===== config.mk =====
export PLATFORM = sky130hd
export DESIGN_NAME = dma_req_arbiter
export DESIGN_NICKNAME = d
export VERILOG_FILES = /design/src/rtl/tpu_dma_pkg.sv /design/src/rtl/rr_arbiter.sv /design/src/rtl/dma_req_arbiter.sv
export SDC_FILE = /design/constraint.sdc
export NUM_CORES = 1
export LEC_CHECK = 0
export CAP_MARGIN = 10
export CORE_ASPECT_RATIO = 1.5
export CORE_UTILIZATION = 39
export DETAILED_ROUTE_END_ITERATION = 10
export PLACE_DENSITY = 0.74
export RECOVER_POWER = 25
export SETUP_SLACK_MARGIN = 0.4
export SKIP_CTS_REPAIR_TIMING = 1
export SYNTH_ARGS = -nofsm -noshare
export SYNTH_HDL_FRONTEND = slang
export SYNTH_SLANG_ARGS = --single-unit

===== constraint.sdc =====
create_clock -name clk -period 1.9 [get_ports clk]
set_input_delay 0.38 -clock clk [delete_from_list [all_inputs] [get_ports clk]]
set_output_delay 0.38 -clock clk [all_outputs]
set_load 0.02 [all_outputs]

===== src/rtl/tpu_dma_pkg.sv =====
// Shared types for the host DMA port arbiter: FSM states and element-size codes.
package tpu_dma_pkg;

  typedef enum logic [1:0] {
    IDLE      = 2'd0,
    ISSUE     = 2'd1,
    WAIT_DONE = 2'd2,
    RESP      = 2'd3
  } dma_arb_state_t;

  typedef logic [1:0] elem_sz_t;

  localparam elem_sz_t ELEM_8       = 2'd0;
  localparam elem_sz_t ELEM_16      = 2'd1;
  localparam elem_sz_t ELEM_32      = 2'd2;
  localparam elem_sz_t ELEM_ILLEGAL = 2'd3;

  // A transfer that tpu_top cannot execute; answered with an error, never started.
  function automatic logic req_is_illegal(input logic len_zero, input elem_sz_t esz);
    return len_zero || (esz == ELEM_ILLEGAL);
  endfunction

endpackage


===== src/rtl/rr_arbiter.sv =====
// Combinational round-robin pick: searches from last_grant_i+1 modulo N, zero latency.
// No backpressure of its own; the caller decides whether the pick is used.
module rr_arbiter #(
  parameter int N     = 2,
  parameter int IDX_W = (N > 1) ? $clog2(N) : 1
) (
  input  logic [N-1:0]     req_i,
  input  logic [IDX_W-1:0] last_grant_i,
  output logic             grant_valid_o,
  output logic [IDX_W-1:0] grant_idx_o
);

  int best_d;

  // Distance from last_grant_i+1; the smallest distance among requesters wins.
  always_comb begin
    grant_valid_o = 1'b0;
    grant_idx_o   = '0;
    best_d        = N;
    for (int i = 0; i < N; i++) begin
      if (req_i[i] && (((i + N - 1 - int'(last_grant_i)) % N) < best_d)) begin
        best_d        = (i + N - 1 - int'(last_grant_i)) % N;
        grant_valid_o = 1'b1;
        grant_idx_o   = IDX_W'(i);
      end
    end
  end

endmodule


===== src/rtl/dma_req_arbiter.sv =====
// Shares the tpu_top host DMA port between NUM_REQ requesters: accept -> start next cycle,
// done/err one cycle after dma_done or timeout; one transfer in flight, hold blocks new grants.
module dma_req_arbiter
  import tpu_dma_pkg::*;
#(
  parameter int NUM_REQ        = 2,
  parameter int ADDR_W         = 8,
  parameter int LEN_W          = 16,
  parameter int TIMEOUT_CYCLES = 65535
) (
  input  logic                        clk,
  input  logic                        rst,
  input  logic [NUM_REQ-1:0]          req_valid,
  output logic [NUM_REQ-1:0]          req_ready,
  input  logic [NUM_REQ-1:0]          req_dir,
  input  logic [NUM_REQ*ADDR_W-1:0]   req_ub_addr,
  input  logic [NUM_REQ*LEN_W-1:0]    req_length,
  input  logic [NUM_REQ*2-1:0]        req_elem_sz,
  output logic [NUM_REQ-1:0]          req_done,
  output logic [NUM_REQ-1:0]          req_err,
  input  logic                        hold,
  output logic                        dma_start,
  output logic                        dma_dir,
  output logic [ADDR_W-1:0]           dma_ub_addr,
  output logic [LEN_W-1:0]            dma_length,
  output logic [1:0]                  dma_elem_sz,
  input  logic                        dma_done,
  output logic [$clog2(NUM_REQ)-1:0]  grant_id,
  output logic                        arb_busy,
  output logic                        timeout_flag
);

  localparam int IDX_W = $clog2(NUM_REQ);
  localparam int CNT_W = $clog2(TIMEOUT_CYCLES + 1);
  localparam logic [CNT_W-1:0] TO_LAST = CNT_W'(TIMEOUT_CYCLES - 1);

  dma_arb_state_t    state_q, state_d;
  logic [IDX_W-1:0]  grant_q, grant_d;
  logic [IDX_W-1:0]  last_q, last_d;
  logic              dir_q, dir_d;
  logic [ADDR_W-1:0] addr_q, addr_d;
  logic [LEN_W-1:0]  len_q, len_d;
  elem_sz_t          esz_q, esz_d;
  logic              err_q, err_d;
  logic [CNT_W-1:0]  cnt_q, cnt_d;
  logic              tflag_q, tflag_d;

  logic              win_vld;
  logic [IDX_W-1:0]  win_idx;
  logic [ADDR_W-1:0] win_addr;
  logic [LEN_W-1:0]  win_len;
  elem_sz_t          win_esz;

  rr_arbiter #(.N(NUM_REQ), .IDX_W(IDX_W)) u_rr (
    .req_i         (req_valid),
    .last_grant_i  (last_q),
    .grant_valid_o (win_vld),
    .grant_idx_o   (win_idx)
  );

  assign win_addr = req_ub_addr[int'(win_idx)*ADDR_W +: ADDR_W];
  assign win_len  = req_length[int'(win_idx)*LEN_W +: LEN_W];
  assign win_esz  = req_elem_sz[int'(win_idx)*2 +: 2];

  always_comb begin
    state_d   = state_q;
    grant_d   = grant_q;
    last_d    = last_q;
    dir_d     = dir_q;
    addr_d    = addr_q;
    len_d     = len_q;
    esz_d     = esz_q;
    err_d     = err_q;
    cnt_d     = cnt_q;
    tflag_d   = tflag_q;
    req_ready = '0;
    req_done  = '0;
    req_err   = '0;
    dma_start = 1'b0;
    case (state_q)
      IDLE: begin
        if (!hold && win_vld) begin
          req_ready = NUM_REQ'(1) << win_idx;
          grant_d   = win_idx;
          dir_d     = req_dir[win_idx];
          addr_d    = win_addr;
          len_d     = win_len;
          esz_d     = win_esz;
          err_d     = req_is_illegal(win_len == '0, win_esz);
          state_d   = req_is_illegal(win_len == '0, win_esz) ? RESP : ISSUE;
        end
      end
      ISSUE: begin
        dma_start = 1'b1;
        cnt_d     = '0;
        state_d   = WAIT_DONE;
      end
      WAIT_DONE: begin
        cnt_d = cnt_q + 1'b1;
        // dma_done takes priority over a timeout landing in the same cycle.
        if (dma_done) begin
          err_d   = 1'b0;
          state_d = RESP;
        end else if (cnt_q == TO_LAST) begin
          err_d   = 1'b1;
          tflag_d = 1'b1;
          state_d = RESP;
        end
      end
      RESP: begin
        req_done = NUM_REQ'(1) << grant_q;
        req_err  = err_q ? (NUM_REQ'(1) << grant_q) : '0;
        last_d   = grant_q;
        state_d  = IDLE;
      end
      default: state_d = IDLE;
    endcase
  end

  always_ff @(posedge clk) begin
    if (rst) begin
      state_q <= IDLE;
      grant_q <= '0;
      last_q  <= IDX_W'(NUM_REQ - 1);
      dir_q   <= 1'b0;
      addr_q  <= '0;
      len_q   <= '0;
      esz_q   <= ELEM_8;
      err_q   <= 1'b0;
      cnt_q   <= '0;
      tflag_q <= 1'b0;
    end else begin
      state_q <= state_d;
      grant_q <= grant_d;
      last_q  <= last_d;
      dir_q   <= dir_d;
      addr_q  <= addr_d;
      len_q   <= len_d;
      esz_q   <= esz_d;
      err_q   <= err_d;
      cnt_q   <= cnt_d;
      tflag_q <= tflag_d;
    end
  end

  assign dma_dir      = dir_q;
  assign dma_ub_addr  = addr_q;
  assign dma_length   = len_q;
  assign dma_elem_sz  = esz_q;
  assign grant_id     = grant_q;
  assign arb_busy     = (state_q != IDLE);
  assign timeout_flag = tflag_q;

endmodule


# Word level (Yosys, flattened, before mapping)
# Cells that the tools add are included.
[totals] output_inout_bits=37 ff_bits=49
[op_classes] order_cmp=3 muxes=22 n_shift=5 n_bitwise=3 n_eq_ne=7 add_sub_neg=3 n_reduce_logical=14
[op_table] op="2-bit by 32-bit less-than comparator with 1-bit output" count=1
[op_table] op="32-bit two-way mux" count=1
[op_table] op="16-bit case mux with 2 select lines" count=1
[op_table] op="32-bit by 6-bit variable part select with 16-bit output" count=1
[op_table] op="2-bit two-way mux" count=9
[op_table] op="16-bit by 1-bit adder with 16-bit output, second input constant" count=1
[op_table] op="16-bit == test, second input constant" count=1
[op_table] op="16-bit logical NOT" count=1
[op_table] op="16-bit by 5-bit variable part select with 8-bit output" count=1
[op_table] op="1-bit two-way mux" count=9
[op_table] op="2-bit case mux with 4 select lines" count=1
[op_table] op="2-bit == test, second input constant" count=3
[op_table] op="3-bit AND reduction" count=2
[op_table] op="2-bit nonzero test" count=3
[op_table] op="2-bit AND reduction" count=2
[op_table] op="4-bit by 3-bit variable part select with 2-bit output" count=1
[op_table] op="1-bit by 1-bit << shifter with 2-bit output, first input constant" count=2
[op_table] op="1-bit logical AND" count=3
[op_table] op="2-bit by 3-bit less-than comparator with 1-bit output, second input constant" count=1
[op_table] op="3-bit != test, second input constant" count=1
[op_table] op="2-bit by 1-bit subtractor with 3-bit output, first input constant" count=1
[op_table] op="1-bit bitwise AND" count=2
[op_table] op="2-bit by 1-bit == test with 1-bit output, second input constant" count=1
[op_table] op="2-bit logical NOT" count=1
[op_table] op="7 further kinds" count=7

# Longest topological paths before layout
# Gate-level depths: netlist of the first run.
[logic_depth] ltp_word=14 mapped_depth=8

# Cells and area by module
# Synthesis of the first run repeated with hierarchy kept, for this count alone.
[unflattened] hier_cells=262 hier_area_um2=2407.3
[by_module_without_submodules] mod="dma_req_arbiter" seq_area_each_um2=980.9 instances=1 area_per_inst_um2=2393.5 cells_per_inst=260
[by_module_without_submodules] mod="rr_arbiter" seq_area_each_um2=0.0 instances=1 area_per_inst_um2=13.8 cells_per_inst=2

# Worst setup path before layout of the first run
# Ideal clock, no wire load.
[synth_path] path_kind="flip-flop to flip-flop" start="register state_q[0]" end="register cnt_q[8]" t_arrival_ns=1.727 path_slack_ns=0.103 stages_incl_launch_ff=8 synth_period_minus_slack_ns=1.797 n_path_buf=1 path_cell_list="dfxtp_1 inv_1 ha_1 nand2_1 or3_1 buf_2 or3_1 a21oi_1"
[synth_via] elab_chain_len=2 elab_cells_between_ends=4 cone_classes="eq/ne (2); mux (1); reduce/logical (1)"
[synth_rtl] item="start: declaration" line_no="dma_req_arbiter.sv:37" rtl="dma_arb_state_t state_q, state_d;"
[synth_rtl] item="start signal: assignment" line_no="dma_req_arbiter.sv:133" rtl="state_q <= state_d;"
[synth_rtl] item="2-bit == test / 2-bit by 1-bit == test with 1-bit output (equally long branches)" line_no="dma_req_arbiter.sv:80" rtl="case (state_q)"
[synth_rtl] item="16-bit case mux with 2 select lines / 2-bit nonzero test (equally long branches)"
[synth_rtl] item="end signal: assignment" line_no="dma_req_arbiter.sv:141" rtl="cnt_q <= cnt_d;"
[synth_rtl] item="end: declaration" line_no="dma_req_arbiter.sv:45" rtl="logic [CNT_W-1:0] cnt_q, cnt_d;"
# Parallel ways exist; a longest one is shown, timed or not.
# A chain may end at the register's enable or synchronous reset.

# Worst setup path after layout of the first run
[layout_path] start="input hold" end="output req_ready[0]"
[layout_via] elab_chain_len=4
[layout_rtl] item="start: declaration" line_no="dma_req_arbiter.sv:21" rtl="input logic hold,"
[layout_rtl] item="1-bit logical NOT" line_no="dma_req_arbiter.sv:82" rtl="if (!hold && win_vld) begin"
[layout_rtl] item="1-bit logical AND" line_no="dma_req_arbiter.sv:82"
[layout_rtl] item="2-bit two-way mux" line_no="dma_req_arbiter.sv:82"
[layout_rtl] item="2-bit two-way mux" line_no="dma_req_arbiter.sv:80"
[layout_rtl] item="end: declaration" line_no="dma_req_arbiter.sv:14" rtl="output logic [NUM_REQ-1:0] req_ready,"
# No other way between the ends.

==> flow_summary.ini, run 1 <==
[run_status]
status = complete, no violations

[critical_path]
crit_path_end_kind = output port
crit_arrival_ns = 1.45
critPathRequiredTime_ns = 1.52
worstSetupStartpointType = primary input
critPathKind = in2out
rrSetupSlack_ns = 0.20
critical_path.max_fanout = 3

[layout]
fin_nets = 451
utilization_pct = 70.3
area_delta_synth_final_pct = 73.0
drive_gt1_share_pct = 28.0
finalInstanceArea_um2 = 4070
num_antenna_cells = 0
fill_cells = 445

[synth]
yosysTopAreaCell = dfxtp_1
synth-adder-area-share_pct = 3.19
synthArstFlopShare_pct = 0
netlist_top_cells_area = dfxtp_1, mux2i_1, a211oi_1
synth_warnings = 0
yosysMostFrequentCell = nor2_1
avgSynthCellArea_um2 = 8.97
syn_area_um2 = 2350
synth-edff-count = 0
synth_compound_area_share_pct = 14.7
synth_top_area_share_pct = 41.7
yosysSeqAreaShare_pct = 41.7
synth_top_family_by_area = simple AND/OR/NAND/NOR gates
synthXorXnorAreaFrac_pct = 4.10
synth.distinct_cells = 36
synth_commonest_cells = nor2_1, dfxtp_1, a211oi_1, mux2i_1, nand2_1
synth_mux_area_share_pct = 11.5
yosys.area_share.simple_pct = 20.5
syn-num-nets = 328
ys_seq_elements = 49
netlist_instances = 262
synth_ff_type = dfxtp_1

[global_route]
antenna_found_initial = 0
grt_max_degree = 55
grt-ovfl-total = 0
grt_pass1_vias = 2359
track_usage_pct = 21.7
grt_pass1_wl_mm = 10.6

[flow_run]
cap_viol_max_count = 0

[detailed_routing]
drc = 0
vias = 2446
avgRoutedWirePerCell_um = 17.2
drtIter0Drc = 65
routed_via_density = 5.34
totalWireLength_mm = 7.87
ant_nets = 0
drtPass1Iterations = 4

[clock_tree]
cts_root_buf = clkbuf_8
htree_levels = 2
clk_latency_ns = 0.31
clk_pin_slew_ns = 0.09
cts_buffer_depth = 2
cts_tree = yes
cts_sinks = 49
cts_buffers = 5

[timing]
fin_ws_ns = 0.0664
slew_headroom_pct = 79.1
finalHoldViolations = 0
fin_crit_ns = 1.83
period_share_pct = 96.5
clock_skew_ns = 0.0105
slew_violations = 0
worst_pin_slew_ns = 0.314
setup_violations = 0
fmax_mhz = 545
rsz0062_at_grt = true

[die]
rows = 34
start_util_pct = 40.6
die_area_um2 = 6350
coreArea_um2 = 5790
io_pins = 97
die_w_um = 65.4
die_h_um = 97.1

[place]
portBuffers = 96
gp_congestion = 0.797
post-place-ws_ns = -0.556
place_area_um2 = 3530
dp_hpwl_mm = 5.09

[worst_hold_path]
hold_class = in2reg

[power]
vdd_drop_max_mv = 0.463
p_per_area_nw_per_um2 = 866
power.leakage_nw = 1.90
-- layer usage --
layer | vias to the layer above | track usage [%] | routed length (µm) | part of all wire (%)
met5 | - | 0 | 0 | 0
met4 | 0 | 7.02 | 206 | 2.6
met3 | 16 | 6.46 | 474 | 6.0
met2 | 83 | 39.5 | 4220 | 54
met1 | 1167 | 23.0 | 2980 | 38
li1 | 1180 | - | - | -
-- kinds of logic (layout without fill, tap and decap cells) --
group,after synthesis,count (layout)
flops,49,49
xor+xnor,11,11
simple gates,96,96
compound gates,49,49
buf+inv,24,148
fa+ha+maj,6,6
mux,27,27
-- layout by cell type (no fill, tap or decap), drive strengths merged, types with 13 or more instances in the layout --
cell type / count
nor2: 50
dfxtp: 49
buf: 38
dlymetal6s2s: 36
clkdlybuf4s50: 34
mux2i: 27
a211oi: 27
clkbuf: 27
nand2: 13
-- per-stage QoR --
step                      power [mW]  TNS [ns]  std cells  hold slack, ns
after global placement          2.67     -4.16        434           0.454
final                           3.52         0        458           0.478
after floorplan                 2.05         0        262           0.436
after global routing            3.71         0        458           0.501
after CTS                       3.33     -2.28        442           0.507
after detailed placement        2.69     -5.68        434           0.493
-- layout make-up --
| type | instances | area [µm²] | area share (%) |
|---|---|---|---|
| sequential | 49 | 997 | 24.5 |
| multi-input combinational | 189 | 1540 | 38.0 |
| clock inverter | 3 | 22.5 | 0.554 |
| clock buffer | 5 | 68.8 | 1.69 |
| timing repair buffer | 130 | 1300 | 32.0 |
| inverter | 10 | 43.8 | 1.08 |
| tap | 72 | 90.1 | 2.21 |
-- critical path, cell delays in order --
cell	delay (ns)
clkdlybuf4s50_1	0.40
o21bai_4	0.19
or2_4	0.28
nor2_4	0.08
buf_6	0.12
-- final timing paths --
path,startpoint,end,cells after the start
setup reg to reg,state_q[0]$_SDFFE_PP0P_,cnt_q[8]$_SDFFE_PP0P_,6
hold reg to reg,dma_dir$_SDFFE_PP0P_,dma_dir$_SDFFE_PP0P_,2
setup / recovery,hold,req_ready[0],5
hold / removal,req_length[19],dma_length[3]$_SDFFE_PP0P_,3
-- state kept, by name, indices dropped and copies added (netlist names) --
signal / cells
cnt_q: 16
dma_length: 16
dma_ub_addr: 8
dma_elem_sz: 2
state_q: 2
dma_dir: 1
err_q: 1
grant_id: 1
last_q: 1
timeout_flag: 1
-- report_power, final --
part / leakage (nW) / switching, mW / internal, mW / total [mW]
registers: 0.406 / 0.0927 / 1.18 / 1.27
clock network: 0.0481 / 0.375 / 0.262 / 0.637
logic: 1.44 / 0.865 / 0.753 / 1.62
Note: power is estimated with default switching activity, not from simulation.
==> run 2: changes to the inputs <==
CORE_UTILIZATION = 56   (was 39)
CTS_CLUSTER_SIZE = 16   (was default)
DONT_BUFFER_PORTS = 1   (was default)
PLACE_DENSITY = 0.71   (was 0.74)
==> run 2 against run 1 <==
Hold slack worse by 0.34 ns; design area fell by 33%; the flow now finishes with violations (setup timing); register-to-register slack is essentially flat.
==> flow_summary.ini, run 2 (synthesis results as in run 1) <==
[timing]
clock_skew_ns = 0.00498
setup_violations = 1
fin_crit_ns = 1.92
worst_pin_slew_ns = 0.390
fin_ws_ns = -0.0200
fin_hold_ws_ns = 0.143
rsz0062_at_grt = true
slew_violations = 0
finalHoldViolations = 0
slew_headroom_pct = 74.0
period_share_pct = 101
fmax_mhz = 521

[detailed_routing]
drtIter0Drc = 23
drc = 0
avgRoutedWirePerCell_um = 16.8
ant_nets = 0
drtPass1Iterations = 4
totalWireLength_mm = 5.25
routed_via_density = 6.10
vias = 1908

[clock_tree]
clk_pin_slew_ns = 0.08
clk_latency_ns = 0.30
cts_tree = yes
htree_levels = 2
cts_buffer_depth = 2
cts_buffers = 5
cts_sinks = 49
cts_root_buf = clkbuf_8

[worst_hold_path]
hold_class = in2reg

[critical_path]
crit_arrival_ns = 1.54
crit_path_end_kind = output port
worstSetupStartpointType = flop
path_cells = inv_4 -> ha_4 -> clkinvlp_4 -> or2_4 -> nor2_4
max_stage_delay_ns = 0.37
critPathKind = reg2out
critPathRequiredTime_ns = 1.52
cpMaxStageDelayCell = dfxtp_4
critical_path.max_fanout = 5

[layout]
final_cell_mix = nor2_1, dfxtp_1, mux2i_1
finalInstanceArea_um2 = 2740
seq_area_um2 = 991
multiInputGateArea_um2 = 1390
fin_nets = 333
fill_cells = 311
area_delta_synth_final_pct = 16.7
final_common_cell = nor2_1
drive_gt1_share_pct = 20.1
num_antenna_cells = 0

[die]
die_w_um = 54.9
die_h_um = 81.4
start_util_pct = 58.9
coreArea_um2 = 3990
io_pins = 97
rows = 28
die_area_um2 = 4470

[power]
p_per_area_nw_per_um2 = 1120
vdd_drop_max_mv = 1.02
power.leakage_nw = 1.00
finalPower_mw = 3.07

[global_route]
track_usage_pct = 22.2
grt_pass1_vias = 1707
grt_max_degree = 55
grt-ovfl-total = 0
use_met3_pct = 6.18
antenna_found_initial = 0
grt_pass1_wl_mm = 7.25
use_met2_pct = 39.2
gr-usage-met1_pct = 24.5
busiest_layer = met2

[flow_run]
cap_viol_max_count = 0

[run_status]
status = finished, violations left
violations = setup timing

[place]
place_area_um2 = 2450
portBuffers = 0
gp_congestion = 0.740
dp_hpwl_mm = 3.55
==> run 2: cell count changes in the layout (fill, tap and decap cells not counted), moves of 3 or more <==
cell and change:
buf_12 -3, clkbuf_1 -17, buf_6 -9, clkdlybuf4s50_1 -34, dfxtp_1 +5, nor4_1 +8
dlymetal6s2s_1 -36, buf_4 -17, dfxtp_2 -5, nor4_2 -7
==> run 2: area by class of cell <==
| class | count | area share (%) |
|---|---|---|
| Clock buffer | 6 | 2.64 |
| Sequential cell | 49 | 36.1 |
| Timing Repair Buffer | 12 | 5.43 |
| Multi-Input combinational cell | 189 | 50.7 |
| Tap cell | 45 | 2.05 |
| Clock inverter | 2 | 1.41 |
| Inverter | 10 | 1.69 |
==> run 2: through the flow <==
stage | setup slack, ns | instances | TNS [ns] | util [%]
final | -0.0200 | 313 | -0.0200 | 68.7
after floorplan | 0.242 | 262 | 0 | -
after global routing | -0.0817 | 313 | -0.0817 | 68.7
after detailed placement | 0.140 | 297 | 0 | 61.3
after CTS | -0.0516 | 305 | -0.0598 | 64.1
after global placement | 0.189 | 297 | 0 | 61.3
==> run 2: power breakdown <==
group,switching (mW),internal (mW)
Combinational,0.488,0.390
Clock,0.346,0.395
Sequential,0.264,1.18
Total,1.10,1.97
==> run 2: worst paths after layout <==
kind | start | endpoint | slack (ns) | cells after the start
setup / recovery | state_q[0]$_SDFFE_PP0P_ | req_ready[0] | -0.02 | 5
setup reg to reg | state_q[0]$_SDFFE_PP0P_ | cnt_q[8]$_SDFFE_PP0P_ | 0.20 | 6
hold reg to reg | state_q[1]$_SDFFE_PP0P_ | state_q[1]$_SDFFE_PP0P_ | 0.52 | 2
hold / removal | rst | timeout_flag$_SDFFE_PP0P_ | 0.14 | 1
==> run 2: critical path, delay by kind of cell (launching register included) <==
kind / cells / cell delay, ns
and+or+nand+nor: 2 / 0.46
adders and majority gates: 1 / 0.14
DFF: 1 / 0.37
buffers and inverters: 2 / 0.26
==> run 2: metal layers <==
layer | routed length [µm] | share of wire [%]
met5 | 0 | 0
met4 | 79 | 1.5
met3 | 308 | 5.9
met2 | 2740 | 52
met1 | 2120 | 40
